`config.mk`:
```
export PLATFORM = sky130hd
export DESIGN_NAME = xdma_w_datapath
export DESIGN_NICKNAME = d
export VERILOG_FILES = /design/src/rtl/xdma_w_datapath.sv
export SDC_FILE = /design/constraint.sdc
export NUM_CORES = 1
export LEC_CHECK = 0
export BUFFER_PORTS_ARGS = -buffer_cell sky130_fd_sc_hd__buf_2
export CAP_MARGIN = 20
export CORE_AREA = 2 2 523 525
export DETAILED_ROUTE_END_ITERATION = 6
export DIE_AREA = 0 0 525 527
export GPL_TIMING_DRIVEN = 0
export HOLD_SLACK_MARGIN = 0.1
export PLACE_DENSITY_LB_ADDON = 0.08
export SLEW_MARGIN = 20
export SYNTH_ARGS = -nofsm -noshare
export SYNTH_HDL_FRONTEND = slang
export SYNTH_HIERARCHICAL = 1
export SYNTH_SLANG_ARGS = --single-unit
```
`constraint.sdc`:
```
create_clock -name clk_i -period 20.1 [get_ports clk_i]
set_clock_uncertainty 0.2 [all_clocks]
set_input_delay 2.01 -clock clk_i [delete_from_list [all_inputs] [get_ports clk_i]]
set_output_delay 2.01 -clock clk_i [all_outputs]
set_load 0.05 [all_outputs]
```
`src/rtl/xdma_w_datapath.sv`:
```
// xdma_w_datapath: AXI W-channel data path for the XDMA adapter. It queues write-data
//   descriptors and streams source beats onto AXI W with first/last strobes, back-to-back bursts
//   and remote-grant gating of write-data bursts. done_o pulses once per completed burst.
// Latency: a descriptor accepted in cycle N can drive w_valid_o in cycle N+2. src->W is combinational.
// Backpressure: desc_ready_o is a registered !full. w_ready_i and grant stall the source combinationally.
// Ports: clk_i/rst_i (sync, active-high); desc_* descriptor push; src_* source beats;
//   w_* AXI W master; write_req_grant_i remote grant; done_o burst done; stats_clr_i, stat_*_o counters.
// Optional feature: define XDMA_W_DP_STATS_EN to implement the saturating statistics counters.
//   Without it the stat_*_o ports read 0 and stats_clr_i is ignored.

// Small synchronous FIFO with a registered full flag. The full flag is computed from the
// count at the end of the cycle, so a pop never frees space for a push in the same cycle.
module xdma_w_dp_fifo #(
   parameter int Width = 8,
   parameter int Depth = 2
) (
   input  logic             i_clk,
   input  logic             i_rst,
   input  logic             i_push,
   input  logic [Width-1:0] i_dat,
   input  logic             i_pop,
   output logic [Width-1:0] o_dat,
   output logic             o_empty,
   output logic             o_full
);
   localparam int PtrW = (Depth > 1) ? $clog2(Depth) : 1;
   localparam int CntW = $clog2(Depth + 1);
   localparam logic [CntW-1:0] CntFull = CntW'(Depth);
   localparam logic [PtrW-1:0] PtrLast = PtrW'(Depth - 1);

   logic [Width-1:0] r_mem [Depth];
   logic [PtrW-1:0]  r_wr_ptr;
   logic [PtrW-1:0]  r_rd_ptr;
   logic [CntW-1:0]  r_count;
   logic             r_full;
   logic [CntW-1:0]  w_count_nxt;

   always_comb begin
      w_count_nxt = r_count;
      if (i_push && !i_pop) begin
         w_count_nxt = r_count + 1'b1;
      end else if (i_pop && !i_push) begin
         w_count_nxt = r_count - 1'b1;
      end
   end

   always_ff @(posedge i_clk) begin
      if (i_rst) begin
         r_wr_ptr <= '0;
         r_rd_ptr <= '0;
         r_count  <= '0;
         r_full   <= 1'b0;
      end else begin
         if (i_push) begin
            r_wr_ptr <= (r_wr_ptr == PtrLast) ? '0 : r_wr_ptr + 1'b1;
         end
         if (i_pop) begin
            r_rd_ptr <= (r_rd_ptr == PtrLast) ? '0 : r_rd_ptr + 1'b1;
         end
         r_count <= w_count_nxt;
         r_full  <= (w_count_nxt == CntFull);
      end
   end

   // Payload storage needs no reset; validity is tracked by r_count.
   always_ff @(posedge i_clk) begin
      if (i_push) begin
         r_mem[r_wr_ptr] <= i_dat;
      end
   end

   assign o_dat   = r_mem[r_rd_ptr];
   assign o_empty = (r_count == '0);
   assign o_full  = r_full;
endmodule

module xdma_w_datapath #(
   parameter int DataWidth  = 512,
   parameter int StrbWidth  = DataWidth / 8,
   parameter int BeatsWidth = 8,
   parameter int DescDepth  = 2,
   parameter int StatsWidth = 32
) (
   input  logic                  clk_i,
   input  logic                  rst_i,
   input  logic                  desc_valid_i,
   output logic                  desc_ready_o,
   input  logic [BeatsWidth-1:0] desc_num_beats_i,
   input  logic                  desc_is_write_data_i,
   input  logic [StrbWidth-1:0]  desc_first_strb_i,
   input  logic [StrbWidth-1:0]  desc_last_strb_i,
   input  logic [DataWidth-1:0]  src_data_i,
   input  logic                  src_valid_i,
   output logic                  src_ready_o,
   output logic [DataWidth-1:0]  w_data_o,
   output logic [StrbWidth-1:0]  w_strb_o,
   output logic                  w_last_o,
   output logic                  w_valid_o,
   input  logic                  w_ready_i,
   input  logic                  write_req_grant_i,
   output logic                  done_o,
   input  logic                  stats_clr_i,
   output logic [StatsWidth-1:0] stat_beats_o,
   output logic [StatsWidth-1:0] stat_stall_o,
   output logic [StatsWidth-1:0] stat_grant_wait_o
);
   typedef struct packed {
      logic [BeatsWidth-1:0] num_beats;
      logic                  is_write_data;
      logic [StrbWidth-1:0]  first_strb;
      logic [StrbWidth-1:0]  last_strb;
   } desc_t;

   typedef enum logic {
      ST_IDLE = 1'b0,
      ST_BUSY = 1'b1
   } state_t;

   state_t                r_state;
   state_t                w_state_nxt;
   desc_t                 r_desc;
   logic [BeatsWidth-1:0] r_beat_cnt;
   logic                  r_first;
   logic                  r_done;

   desc_t                 w_desc_in;
   desc_t                 w_head;
   logic                  w_fifo_empty;
   logic                  w_fifo_full;
   logic                  w_push;
   logic                  w_pop;
   logic                  w_active;
   logic                  w_gate;
   logic                  w_hs;
   logic                  w_is_last;

   assign w_desc_in = {desc_num_beats_i, desc_is_write_data_i, desc_first_strb_i, desc_last_strb_i};
   assign w_push    = desc_valid_i && !w_fifo_full;

   xdma_w_dp_fifo #(
      .Width ($bits(desc_t)),
      .Depth (DescDepth)
   ) u_desc_fifo (
      .i_clk   (clk_i),
      .i_rst   (rst_i),
      .i_push  (w_push),
      .i_dat   (w_desc_in),
      .i_pop   (w_pop),
      .o_dat   (w_head),
      .o_empty (w_fifo_empty),
      .o_full  (w_fifo_full)
   );

   assign desc_ready_o = !w_fifo_full;

   assign w_active  = (r_state == ST_BUSY);
   assign w_gate    = !r_desc.is_write_data || write_req_grant_i;
   assign w_is_last = (r_beat_cnt == '0);
   assign w_valid_o = w_active && src_valid_i && w_gate;
   assign src_ready_o = w_active && w_ready_i && w_gate;
   assign w_hs      = w_valid_o && w_ready_i;
   assign w_data_o  = w_active ? src_data_i : '0;
   assign w_last_o  = w_active && w_is_last;
   assign done_o    = r_done;

   always_comb begin
      w_strb_o = '0;
      if (w_active) begin
         if (r_desc.num_beats == '0) begin
            w_strb_o = r_desc.first_strb & r_desc.last_strb;
         end else if (r_first) begin
            w_strb_o = r_desc.first_strb;
         end else if (w_is_last) begin
            w_strb_o = r_desc.last_strb;
         end else begin
            w_strb_o = '1;
         end
      end
   end

   always_ff @(posedge clk_i) begin
      if (rst_i) begin
         r_state <= ST_IDLE;
      end else begin
         r_state <= w_state_nxt;
      end
   end

   // The last-beat handshake pops the next descriptor on the same edge so bursts abut.
   always_comb begin
      w_state_nxt = r_state;
      w_pop       = 1'b0;
      case (r_state)
         ST_IDLE: begin
            if (!w_fifo_empty) begin
               w_pop       = 1'b1;
               w_state_nxt = ST_BUSY;
            end
         end
         ST_BUSY: begin
            if (w_hs && w_is_last) begin
               if (!w_fifo_empty) begin
                  w_pop = 1'b1;
               end else begin
                  w_state_nxt = ST_IDLE;
               end
            end
         end
         default: w_state_nxt = ST_IDLE;
      endcase
   end

   always_ff @(posedge clk_i) begin
      if (rst_i) begin
         r_desc     <= '0;
         r_beat_cnt <= '0;
         r_first    <= 1'b0;
         r_done     <= 1'b0;
      end else begin
         r_done <= w_hs && w_is_last;
         if (w_pop) begin
            r_desc     <= w_head;
            r_beat_cnt <= w_head.num_beats;
            r_first    <= 1'b1;
         end else if (w_hs) begin
            r_first <= 1'b0;
            // Holding at zero keeps the counter from wrapping after the final beat.
            if (!w_is_last) begin
               r_beat_cnt <= r_beat_cnt - 1'b1;
            end
         end
      end
   end

`ifdef XDMA_W_DP_STATS_EN
   logic [StatsWidth-1:0] r_stat_beats;
   logic [StatsWidth-1:0] r_stat_stall;
   logic [StatsWidth-1:0] r_stat_grant_wait;
   logic                  w_inc_stall;
   logic                  w_inc_grant_wait;

   assign w_inc_stall      = w_valid_o && !w_ready_i;
   assign w_inc_grant_wait = w_active && r_desc.is_write_data && src_valid_i && !write_req_grant_i;

   // Counters saturate at all ones; a clear wins over a same-cycle increment.
   always_ff @(posedge clk_i) begin
      if (rst_i || stats_clr_i) begin
         r_stat_beats      <= '0;
         r_stat_stall      <= '0;
         r_stat_grant_wait <= '0;
      end else begin
         if (w_hs && !(&r_stat_beats)) begin
            r_stat_beats <= r_stat_beats + 1'b1;
         end
         if (w_inc_stall && !(&r_stat_stall)) begin
            r_stat_stall <= r_stat_stall + 1'b1;
         end
         if (w_inc_grant_wait && !(&r_stat_grant_wait)) begin
            r_stat_grant_wait <= r_stat_grant_wait + 1'b1;
         end
      end
   end

   assign stat_beats_o      = r_stat_beats;
   assign stat_stall_o      = r_stat_stall;
   assign stat_grant_wait_o = r_stat_grant_wait;
`else
   logic w_unused_stats_clr;
   assign w_unused_stats_clr = stats_clr_i;
   assign stat_beats_o       = '0;
   assign stat_stall_o       = '0;
   assign stat_grant_wait_o  = '0;
`endif
endmodule

```
# --- Word level (Yosys, flattened, before mapping) ---
# Memories as Yosys holds them, arrays and structs flattened. A register that Yosys moved wholly into a read port is not among the register bits.
# Cells that the tools add are included.
totals:
  mem_count: 1
  rom_bits: 0
  regBits: 153
  wordCells: 65
  latchBits: 0
  ram_bits: 274
mem_list:
  columns: ["memory", "words", "width", "read_ports", "rd_ports_with_merged_regs", "write_ports", "line_no", "source"]
  rows:
  - ["u_desc_fifo.r_mem", 2, 137, 1, 1, 1, "31", "logic [Width-1:0] r_mem [Depth];"]
op_classes:
  n_reduce_logical: 20
  n_div: 0
  mul: 0
  n_eq_ne: 2
  addsub: 5
  bitwise_logic: 2
  muxes: 23
  order_cmp: 0
  shift: 0
op_table:
  columns: ["cell", "count"]
  rows:
  - ["$mux 512", 1]
  - ["$mux 64", 4]
  - ["$and 64x64->64", 1]
  - ["$mux 8", 3]
  - ["$logic_not 8->1", 2]
  - ["$mux 1", 11]
  - ["$logic_and 1x1->1", 10]
  - ["$sub 8x1->8 const B", 1]
  - ["$logic_not 1->1", 4]
  - ["$mux 2", 2]
  - ["$pmux 1 s2", 2]
  - ["$add 1x1->1 const B", 2]
  - ["$add 2x1->2 const B", 1]
  - ["$eq 2x2->1 const B", 1]
  - ["$logic_not 2->1", 1]
  - ["$ne 2x1->1 const B", 1]
  - ["$reduce_and 2->1", 1]
  - ["$reduce_bool 2->1", 1]
  - ["$sub 2x1->2 const B", 1]
  - ["$logic_or 1x1->1", 1]
  - ["$not 1->1", 1]

# --- Depth between registers and ports, before layout ---
# Gate-level depths: netlist of the first run.
logic_depth:
  ltp_word: 11
  mapped_depth: 11

# --- By module ---
# Netlist of the first run, hierarchy kept.
modules_own_cells:
  columns: ["mod", "cells_per_inst", "n_inst", "seq_area_each_um2", "area_each_um2"]
  rows:
  - ["xdma_w_datapath", 1426, 1, 2962.8, 11058.1]
  - ["xdma_w_dp_fifo", 457, 1, 8348.0, 10252.3]

# --- Worst setup path before layout of the first run ---
# No wires, ideal clock.
synth_timing:
  path_kind: "input to register"
  startpoint: "in desc_valid_i"
  endpoint: "mem u_desc_fifo/r_mem[0][0] (netlist name), enable pin"
  setup_time_ns: 0.651
  path_stages: 3
  path_slack_ns: 10.866
  arrival_ns: 8.382
  n_path_buf: 1
  path_cell_list: "nor2b_1 buf_6 nor2b_1"
synth_between:
  elab_chain_cells: 3
synth_lines:
  columns: ["item", "line_no", "source"]
  rows:
  - ["from (decl)", "86", "input logic desc_valid_i,"]
  - ["$logic_and 1x1->1", "138", "assign w_push = desc_valid_i && !w_fifo_full;"]
  - ["$mux 1", "67", "if (i_push) begin"]
  - ["$mux 1 (implied by the code)", "68", "r_mem[r_wr_ptr] <= i_dat;"]
  - ["to (decl)", "31", null]
# Every way passes these cells.

# --- Final worst setup path of the first run ---
layout_timing:
  startpoint: "reg r_state"
  endpoint: "out w_data_o[449]"
layout_between:
  elab_chain_cells: 1
layout_lines:
  columns: ["item", "line_no", "source"]
  rows:
  - ["from (decl)", "119", "state_t r_state;"]
  - ["from (signal assigned)", "185", "r_state <= w_state_nxt;"]
  - ["$mux 512", "162", "assign w_data_o = w_active ? src_data_i : '0;"]
  - ["to (decl)", "95", "output logic [DataWidth-1:0] w_data_o,"]
# Every way passes these cells.

==> metrics.txt, run 1 <==
# TYPE chip_impl_metric gauge
chip_impl_info{name="status",value="completed"} 1
chip_impl_metric{name="final_hold_viol_count",unit=""} 0
chip_impl_metric{name="clk_pin_slew",unit="ns"} 0.06
chip_impl_metric{name="layout.core_utilization",unit="%"} 12.7
chip_impl_info{name="critical_path_class",value="flip-flop to primary output"} 1
chip_impl_metric{name="post_cts.resized_instances",unit=""} 0
chip_impl_metric{name="report.final.slew_viol_count",unit=""} 0
chip_impl_metric{name="synth_cell_types",unit=""} 46
chip_impl_metric{name="worst-endpoint-arrival",unit="ns"} 3.82
chip_impl_metric{name="cts_setup_buffers",unit=""} 0
chip_impl_info{name="synth_top_cell_by_area",value="sky130_fd_sc_hd__edfxtp_1"} 1
chip_impl_metric{name="tightest_slew",unit="ns"} 1.02
chip_impl_metric{name="mean_instance_size_in_the_synthesized_netlist",unit="µm²"} 11.3
chip_impl_info{name="hold_path.class",value="flip-flop to flip-flop"} 1
chip_impl_metric{name="seq_area_frac_synth",unit="%"} 53.1
chip_impl_info{name="synthFlopType",value="sky130_fd_sc_hd__edfxtp_1"} 1
chip_impl_metric{name="max-cap-violations",unit=""} 0
chip_impl_metric{name="report.final.setup_viol",unit=""} 0
chip_impl_metric{name="grt_antenna_before_repair",unit=""} 398
chip_impl_metric{name="timing.critical_path.fanout_max",unit=""} 10
chip_impl_info{name="endpoint_of_the_worst_setup_timing_path",value="w_data_o[449]"} 1
chip_impl_metric{name="core_region_area",unit="mm²"} 0.272
chip_impl_metric{name="drt_iter0_markers",unit=""} 1688
chip_impl_metric{name="finalPower",unit="mW"} 5.69
chip_impl_metric{name="syn_area",unit="mm²"} 0.0213
chip_impl_metric{name="power_density",unit="mW/mm²"} 164
chip_impl_metric{name="drive_above_1_share",unit="%"} 56.4
chip_impl_metric{name="tritoncts_buffers",unit=""} 52
chip_impl_metric{name="global_route_overflow",unit=""} 0
chip_impl_metric{name="numPortBuffers",unit=""} 1235
chip_impl_metric{name="post_drt_wl_per_cell",unit="µm"} 39.6
chip_impl_info{name="rsz0062_at_grt",value="no"} 1
chip_impl_metric{name="route.detailed.drc",unit=""} 0
chip_impl_info{name="r2r_start",value="r_beat_cnt[0]"} 1
chip_impl_metric{name="critical_path_required",unit="ns"} 17.89
chip_impl_metric{name="postRouteWirelength",unit="µm"} 278000
chip_impl_info{name="critical_path.reg2reg.endpoint",value="u_desc_fifo/o_full"} 1
chip_impl_metric{name="nets_finish",unit=""} 3938
chip_impl_metric{name="place.detailed.hpwl",unit="µm"} 254000
chip_impl_info{name="netlist_top_cells_area",value="sky130_fd_sc_hd__edfxtp_1, sky130_fd_sc_hd__and2_1, sky130_fd_sc_hd__dfxtp_1, sky130_fd_sc_hd__mux2_2, sky130_fd_sc_hd__a21oi_2"} 1
chip_impl_metric{name="track_usage",unit="%"} 19.4
chip_impl_metric{name="chipWidth",unit="µm"} 525
chip_impl_metric{name="grt_first_pass_wirelength",unit="µm"} 328000
chip_impl_metric{name="gp_congestion",unit=""} 0.991
chip_impl_metric{name="layout_worst_path_cycle_share",unit="%"} 30.0
chip_impl_info{name="tritoncts",value="built"} 1
chip_impl_metric{name="detail-route-antenna-nets",unit=""} 0
chip_impl_metric{name="cts_num_sinks",unit=""} 428
chip_impl_metric{name="start_util",unit="%"} 7.84
chip_impl_metric{name="period_minus_slack",unit="ns"} 6.03
chip_impl_metric{name="synth_async_sr_flop_share",unit="%"} 0
chip_impl_metric{name="drtPass1Iterations",unit=""} 5
chip_impl_metric{name="holdBufCountCts",unit=""} 0
chip_impl_metric{name="synth_enable_flop_cells",unit=""} 274
chip_impl_metric{name="synthesis.instances",unit=""} 1883
chip_impl_info{name="crit_start",value="r_state"} 1
chip_impl_metric{name="route.vias.total",unit=""} 22000
chip_impl_metric{name="detail_route.vias_per_cell",unit=""} 3.13
chip_impl_metric{name="first_global_vias",unit=""} 20800
chip_impl_metric{name="boundaryPins",unit=""} 1333
chip_impl_metric{name="setup-tns-final",unit="ns"} 0
chip_impl_info{name="endpoint_kind",value="primary output"} 1
chip_impl_metric{name="ctsHtreeMaxLevel",unit=""} 2
chip_impl_metric{name="grt_start_max_net_pins",unit=""} 38
chip_impl_metric{name="fmax",unit="GHz"} 0.166
chip_impl_metric{name="yosysWarnings",unit=""} 6
chip_impl_metric{name="fp.dieArea",unit="mm²"} 0.277
chip_impl_metric{name="fillers",unit=""} 31300
chip_impl_metric{name="power_leakage",unit="nW"} 14.6
chip_impl_metric{name="power.ir.vdd_worst",unit="mV"} 0.0919
chip_impl_info{name="timing.critical_path.from_type",value="flip-flop"} 1
chip_impl_metric{name="worst_r2r_path_depth",unit=""} 11
chip_impl_metric{name="p_r_area_growth_vs_syn",unit="%"} 62.3
chip_impl_metric{name="cts-root-to-sink-buffers",unit=""} 3
chip_impl_metric{name="yosysTopAreaCellShare",unit="%"} 38.6
chip_impl_metric{name="slew_headroom",unit="%"} 31.8
chip_impl_metric{name="insertion_delay",unit="ns"} 0.65
chip_impl_metric{name="fp-row-count",unit=""} 192
chip_impl_metric{name="synth.ff_latch_count",unit=""} 428
chip_impl_info{name="clk_root_buffer_cell",value="sky130_fd_sc_hd__clkbuf_16"} 1
chip_impl_metric{name="r2r_setup_slack",unit="ns"} 17.07
chip_impl_metric{name="die_height",unit="µm"} 527
## cell families after synthesis
kind of cell             count (synthesis)  share of synthesized area (%)
XOR/XNOR                                 7                          0.288
buffers and inverters                  245                           7.72
other                                    1                         0.0176
AND/OR/NAND/NOR                        837                           22.4
multiplexers                           139                           7.33
flip-flops                             428                           53.1
AO/OA/AOI/OAI                          224                           9.08
adder cells (fa/ha/maj)                  2                          0.117
## synthesized netlist by cell type (2+ instances only)
cell type	n
sky130_fd_sc_hd__and2_1	514
sky130_fd_sc_hd__edfxtp_1	274
sky130_fd_sc_hd__nand2_1	178
sky130_fd_sc_hd__dfxtp_1	154
sky130_fd_sc_hd__mux2_2	137
sky130_fd_sc_hd__a21oi_2	100
sky130_fd_sc_hd__nand2_2	100
sky130_fd_sc_hd__clkbuf_1	99
sky130_fd_sc_hd__buf_4	97
sky130_fd_sc_hd__o221a_2	64
sky130_fd_sc_hd__a21oi_1	44
sky130_fd_sc_hd__nor2_1	16
sky130_fd_sc_hd__buf_2	14
sky130_fd_sc_hd__buf_12	11
sky130_fd_sc_hd__clkbuf_8	10
sky130_fd_sc_hd__a211oi_1	8
sky130_fd_sc_hd__buf_6	8
sky130_fd_sc_hd__nand3_1	6
sky130_fd_sc_hd__inv_1	5
sky130_fd_sc_hd__nor2b_1	4
sky130_fd_sc_hd__nor4_1	4
sky130_fd_sc_hd__xnor2_1	4
sky130_fd_sc_hd__a31oi_1	3
sky130_fd_sc_hd__xor2_1	3
sky130_fd_sc_hd__and3_1	2
sky130_fd_sc_hd__ha_1	2
sky130_fd_sc_hd__mux2i_1	2
sky130_fd_sc_hd__nor3_1	2
## final cells by class
class,instances,area (µm²),share of cell area (%)
buffer,239,1630,4.70
antenna,119,298,0.861
tap,3589,4490,13.0
clock inverter,31,236,0.684
inverter,6,27.5,0.0796
clock buffer,67,1390,4.01
sequential,428,11300,32.7
timing repair buffer,1248,6470,18.7
multi-input combinational,1305,8740,25.3
## worst min-delay path by stage
| stage | startpoint | to | slack [ns] | cells after the start |
|---|---|---|---|---|
| 2_1_floorplan | r_desc[100] | r_desc[100] | 0.23 | 2 |
| 3_3_place_gp | r_desc[101] | r_desc[101] | 0.24 | 2 |
| 3_5_place_dp | r_desc[111] | r_desc[111] | 0.25 | 2 |
| 4_1_cts | r_desc[84] | r_desc[84] | 0.26 | 2 |
| 5_1_grt | r_desc[112] | r_desc[112] | 0.28 | 2 |
| 6_report | r_desc[84] | r_desc[84] | 0.26 | 2 |
## cells in the final DEF, fill, tap and decap left out, drive strengths merged, types with 64 or more instances in the layout
cell type	instances
buf	1378
and2	514
nand2	278
edfxtp	274
clkbuf	176
dfxtp	154
a21oi	144
mux2	137
diode	119
conb	96
o221a	64
## layer usage
| layer | track usage, % | wire length (µm) | part of all wire (%) |
|---|---|---|---|
| met3 | 13.1 | 44400 | 16 |
| met5 | 0 | 895 | 0.32 |
| met4 | 1.93 | 3980 | 1.4 |
| met1 | 22.5 | 108000 | 39 |
| met2 | 30.1 | 121000 | 44 |
## worst max-delay path, stage by stage, from the launching register on
cell	delay, ns
sky130_fd_sc_hd__dfxtp_1	0.30
sky130_fd_sc_hd__clkbuf_2	0.48
sky130_fd_sc_hd__clkbuf_2	0.69
sky130_fd_sc_hd__clkbuf_1	0.66
sky130_fd_sc_hd__and2_1	0.63
sky130_fd_sc_hd__buf_2	0.38
## power breakdown
| group | leakage [nW] | switching, mW | internal [mW] |
|---|---|---|---|
| Clock | 0.773 | 0.422 | 0.513 |
| Combinational | 9.99 | 2.66 | 0.856 |
| Sequential | 3.82 | 0.0905 | 1.15 |
## flip-flops by register name, summed over array words and instances, names as in the netlist, named ones only
name                  count
u_desc_fifo/r_count       2
r_first                   1
u_desc_fifo/o_full        1
r_beat_cnt                8
u_desc_fifo/r_wr_ptr      1
r_desc                  137
done_o                    1
r_state                   1
u_desc_fifo/r_mem       274
u_desc_fifo/r_rd_ptr      1
## through the flow
step	hold slack (ns)	cell area [µm²]	cells	worst slack, ns
after global routing	0.276	34400	6945	13.87
final	0.255	34600	7032	14.07
after floorplan	0.232	21700	1978	10.87
after detailed placement	0.246	32700	6815	14.49
after CTS	0.256	34300	6913	13.78
after global placement	0.239	32300	6802	3.81
Power figures use the tool's default switching activity.
==> run 2: changes to the inputs <==
ABC_AREA = 1   (was not set)
CORE_AREA = 2 2 517 519   (was 2 2 523 525)
DIE_AREA = 0 0 519 521   (was 0 0 525 527)
clock period = 5.46 ns   (was 20.1 ns; I/O delays follow)
==> run 2 against run 1 <==
Compared with the run above:
- sequential share of layout area is 1.9 points lower
- global-route usage is 2.5 points lower
- routed wire length is 15% lower
- register-to-register slack worse by 14 ns
- sequential power grew to 3.8 times the previous value
- critical endpoint is now w_data_o[82]
==> metrics.txt, run 2 <==
# TYPE chip_impl_metric gauge
chip_impl_metric{name="preCtsSetupSlack",unit="ns"} 1.12
chip_impl_metric{name="cts-root-to-sink-buffers",unit=""} 3
chip_impl_info{name="mostFrequentLayoutCells",value="sky130_fd_sc_hd__buf_2, sky130_fd_sc_hd__nand2_1, sky130_fd_sc_hd__inv_1, sky130_fd_sc_hd__edfxtp_1, sky130_fd_sc_hd__nor2_1"} 1
chip_impl_metric{name="drive_above_1_share",unit="%"} 40.1
chip_impl_info{name="critical_path_class",value="flip-flop to primary output"} 1
chip_impl_info{name="r2r_start",value="r_beat_cnt[0]"} 1
chip_impl_metric{name="report.final.slew_viol_count",unit=""} 0
chip_impl_metric{name="report.final.setup_viol",unit=""} 0
chip_impl_metric{name="chipWidth",unit="µm"} 519
chip_impl_metric{name="drt_iter0_markers",unit=""} 1316
chip_impl_metric{name="global_route_overflow",unit=""} 0
chip_impl_metric{name="post_drt_wl_per_cell",unit="µm"} 30.2
chip_impl_info{name="synth_commonest_cells",value="sky130_fd_sc_hd__nand2_1, sky130_fd_sc_hd__inv_1, sky130_fd_sc_hd__edfxtp_1"} 1
chip_impl_info{name="worst_hold_path.endpoint",value="done_o"} 1
chip_impl_info{name="yosysMostFrequentCell",value="sky130_fd_sc_hd__nand2_1"} 1
chip_impl_metric{name="fillers",unit=""} 30900
chip_impl_metric{name="tritoncts_buffers",unit=""} 56
chip_impl_metric{name="synth_cell_types",unit=""} 32
chip_impl_metric{name="worst-endpoint-arrival",unit="ns"} 4.02
chip_impl_metric{name="insertion_delay",unit="ns"} 0.65
chip_impl_info{name="endpoint_kind",value="primary output"} 1
chip_impl_metric{name="yosysWarnings",unit=""} 6
chip_impl_metric{name="synth_async_sr_flop_share",unit="%"} 0
chip_impl_metric{name="grt_start_max_net_pins",unit=""} 61
chip_impl_metric{name="grt_use_met3",unit="%"} 8.95
chip_impl_metric{name="route.detailed.drc",unit=""} 0
chip_impl_metric{name="numPlacedInstances",unit=""} 7572
chip_impl_info{name="timing.critical_path.from_type",value="flip-flop"} 1
chip_impl_metric{name="drtPass1Iterations",unit=""} 5
chip_impl_info{name="rsz0062_at_grt",value="no"} 1
chip_impl_metric{name="fp-row-count",unit=""} 189
chip_impl_metric{name="detail-route-antenna-nets",unit=""} 0
chip_impl_info{name="status",value="completed"} 1
chip_impl_metric{name="r2r_setup_slack",unit="ns"} 2.69
chip_impl_metric{name="setup-tns-final",unit="ns"} 0
chip_impl_metric{name="numPortBuffers",unit=""} 1235
chip_impl_info{name="hold_path.class",value="input pin to flip-flop"} 1
chip_impl_metric{name="route.vias.total",unit=""} 23700
chip_impl_metric{name="syn_area",unit="mm²"} 0.0221
chip_impl_info{name="clk_root_buffer_cell",value="sky130_fd_sc_hd__clkbuf_16"} 1
chip_impl_metric{name="hold_critical_path_depth",unit=""} 5
chip_impl_metric{name="power_density",unit="mW/mm²"} 625
chip_impl_metric{name="gp_congestion",unit=""} 0.928
chip_impl_metric{name="synth.ff_latch_count",unit=""} 428
chip_impl_metric{name="layout_worst_path_cycle_share",unit="%"} 87.2
chip_impl_metric{name="die_height",unit="µm"} 521
chip_impl_metric{name="max-cap-violations",unit=""} 0
chip_impl_metric{name="power.ir.vdd_worst",unit="mV"} 0.273
chip_impl_metric{name="grt_first_pass_wirelength",unit="µm"} 291000
chip_impl_metric{name="met2_use_gr",unit="%"} 28.9
chip_impl_metric{name="ctsHtreeMaxLevel",unit=""} 2
chip_impl_metric{name="clk_pin_slew",unit="ns"} 0.06
chip_impl_info{name="critical_path.reg2reg.endpoint",value="u_desc_fifo/o_full"} 1
chip_impl_metric{name="start_util",unit="%"} 8.37
chip_impl_metric{name="first_global_vias",unit=""} 24000
chip_impl_metric{name="period_minus_slack",unit="ns"} 4.76
chip_impl_metric{name="cts_num_sinks",unit=""} 428
chip_impl_metric{name="place.detailed.hpwl",unit="µm"} 213000
chip_impl_metric{name="tightest_slew",unit="ns"} 1.11
chip_impl_metric{name="critical_path_required",unit="ns"} 4.71
chip_impl_metric{name="power_leakage",unit="nW"} 19.8
chip_impl_metric{name="finish.cell_count_without_fillers",unit=""} 7869
chip_impl_metric{name="synth_enable_flop_cells",unit=""} 274
chip_impl_metric{name="nets_finish",unit=""} 4894
chip_impl_metric{name="seq_area_frac_synth",unit="%"} 51.1
chip_impl_info{name="worst_hold_startpoint",value="w_ready_i"} 1
chip_impl_info{name="grt_most_used_layer",value="met2"} 1
chip_impl_info{name="tritoncts",value="built"} 1
chip_impl_metric{name="p_r_area_growth_vs_syn",unit="%"} 65.7
chip_impl_metric{name="gr-usage-met1",unit="%"} 18.8
chip_impl_metric{name="largest_reg_flops",unit=""} 274
chip_impl_metric{name="mean_instance_size_in_the_synthesized_netlist",unit="µm²"} 8.20
chip_impl_metric{name="worst_r2r_path_depth",unit=""} 14
chip_impl_metric{name="hold_slack",unit="ns"} 0.193
chip_impl_metric{name="layout.core_utilization",unit="%"} 13.9
chip_impl_metric{name="boundaryPins",unit=""} 1333
chip_impl_metric{name="yosysTopAreaCellShare",unit="%"} 37.2
chip_impl_metric{name="timing.critical_path.fanout_max",unit=""} 13
chip_impl_metric{name="detail_route.vias_per_cell",unit=""} 3.02
chip_impl_metric{name="grt_antenna_before_repair",unit=""} 183
chip_impl_metric{name="core_region_area",unit="mm²"} 0.264
chip_impl_info{name="regMostFlops",value="u_desc_fifo/r_mem"} 1
chip_impl_metric{name="final_hold_viol_count",unit=""} 0
chip_impl_metric{name="timing.final.ws_setup",unit="ns"} 0.696
chip_impl_metric{name="slew_headroom",unit="%"} 26.1
chip_impl_info{name="synthFlopType",value="sky130_fd_sc_hd__edfxtp_1"} 1
chip_impl_info{name="synth_top_cell_by_area",value="sky130_fd_sc_hd__edfxtp_1"} 1
chip_impl_info{name="netlist_top_cells_area",value="sky130_fd_sc_hd__edfxtp_1, sky130_fd_sc_hd__dfxtp_1, sky130_fd_sc_hd__nand2_1, sky130_fd_sc_hd__inv_1, sky130_fd_sc_hd__mux2_2"} 1
chip_impl_metric{name="track_usage",unit="%"} 16.9
chip_impl_metric{name="cts_setup_buffers",unit=""} 0
chip_impl_metric{name="synthesis.instances",unit=""} 2699
chip_impl_metric{name="fp.dieArea",unit="mm²"} 0.270
chip_impl_info{name="layout.cells.most_common",value="sky130_fd_sc_hd__buf_2"} 1
chip_impl_metric{name="postRouteWirelength",unit="µm"} 237000
chip_impl_info{name="registers_with_the_most_flip_flops",value="u_desc_fifo/r_mem: 274 flops, r_desc: 137 flops, r_beat_cnt: 8 flops"} 1
chip_impl_metric{name="fmax",unit="GHz"} 0.210
==> run 2: cell count changes in the layout (fill, tap and decap cells not counted), sizes merged, moves of 4 or more <==
| cell | delta |
|---|---|
| and2 | -514 |
| nor2 | +339 |
| o221a | -64 |
| inv | +603 |
| o21ai | +136 |
| nand3 | +11 |
| nand2 | +415 |
| a211oi | -8 |
| buf | +4 |
| a21oi | -70 |
| diode | -67 |
| clkinv | -5 |
| dlygate4sd3 | +139 |
| nor2b | -4 |
==> run 2: per-stage QoR <==
| stage | power, mW | instance area (µm²) |
|---|---|---|
| floorplan | 13.5 | 22500 |
| global placement | 19.7 | 33100 |
| detailed placement | 19.6 | 33300 |
| CTS | 23.7 | 36500 |
| global route | 24.5 | 36600 |
| finish | 22.9 | 36700 |
==> run 2: final cells by class <==
class	instances	area [µm²]	share of cell area [%]
multi-input cells	1522	7390	20.1
flip-flops and latches	428	11300	30.8
well taps	3533	4420	12.1
inverters	606	2280	6.22
clock buffers	78	1560	4.24
repair buffers	1384	7790	21.3
plain buffers	238	1540	4.19
diodes	52	130	0.355
clock inverters	28	251	0.686
==> run 2: kinds of logic (layout without fill, tap and decap cells) <==
family | after synthesis | count (layout) | synth area share (%)
compound gates | 211 | 211 | 4.77
xor+xnor | 4 | 4 | 0.158
fa+ha+maj | 2 | 2 | 0.113
buf+inv | 844 | 2334 | 17.2
flops | 428 | 428 | 51.1
mux | 137 | 137 | 6.97
other cells | 1 | 148 | 0.0169
simple gates | 1072 | 1072 | 19.7
==> run 2: power breakdown <==
group          internal (mW)  total, mW  switching [mW]  leakage [nW]
Combinational           3.17       14.4            11.3          15.1
Clock                   2.17       3.74            1.57         0.884
Sequential              4.39       4.76           0.369          3.83
Total                   9.73       22.9            13.2          19.8
==> run 2: worst max path at each step <==
stage / from / to / slack [ns]
after floorplan: desc_valid_i / u_desc_fifo/r_mem[0][0] / 0.37
after global placement: desc_valid_i / u_desc_fifo/r_mem[0][67] / -4.26
after detailed placement: r_state / w_data_o[341] / 1.12
after CTS: r_state / w_data_o[341] / 0.35
after global routing: r_state / w_data_o[341] / 0.40
final: r_state / w_data_o[82] / 0.70
==> run 2: layer usage <==
metal	up-vias	part of all wire, %
met5	-	0.19
met4	70	1.7
met3	284	12
met2	1067	48
met1	11300	39
li1	11100	-
==> run 2: worst max-delay path: stages (launching register included) <==
cell and delay, ns:
sky130_fd_sc_hd__dfxtp_1 0.46, sky130_fd_sc_hd__buf_2 0.72, sky130_fd_sc_hd__clkbuf_1 0.88, sky130_fd_sc_hd__clkbuf_1 0.37
sky130_fd_sc_hd__nand2_1 0.34, sky130_fd_sc_hd__inv_1 0.12, sky130_fd_sc_hd__buf_2 0.41
==> run 2: what timing repair did <==
item / CTS / global route
endpoints found under the hold margin: 281 / 0
hold buffers: 139 / 0
resized for setup: 0 / 0
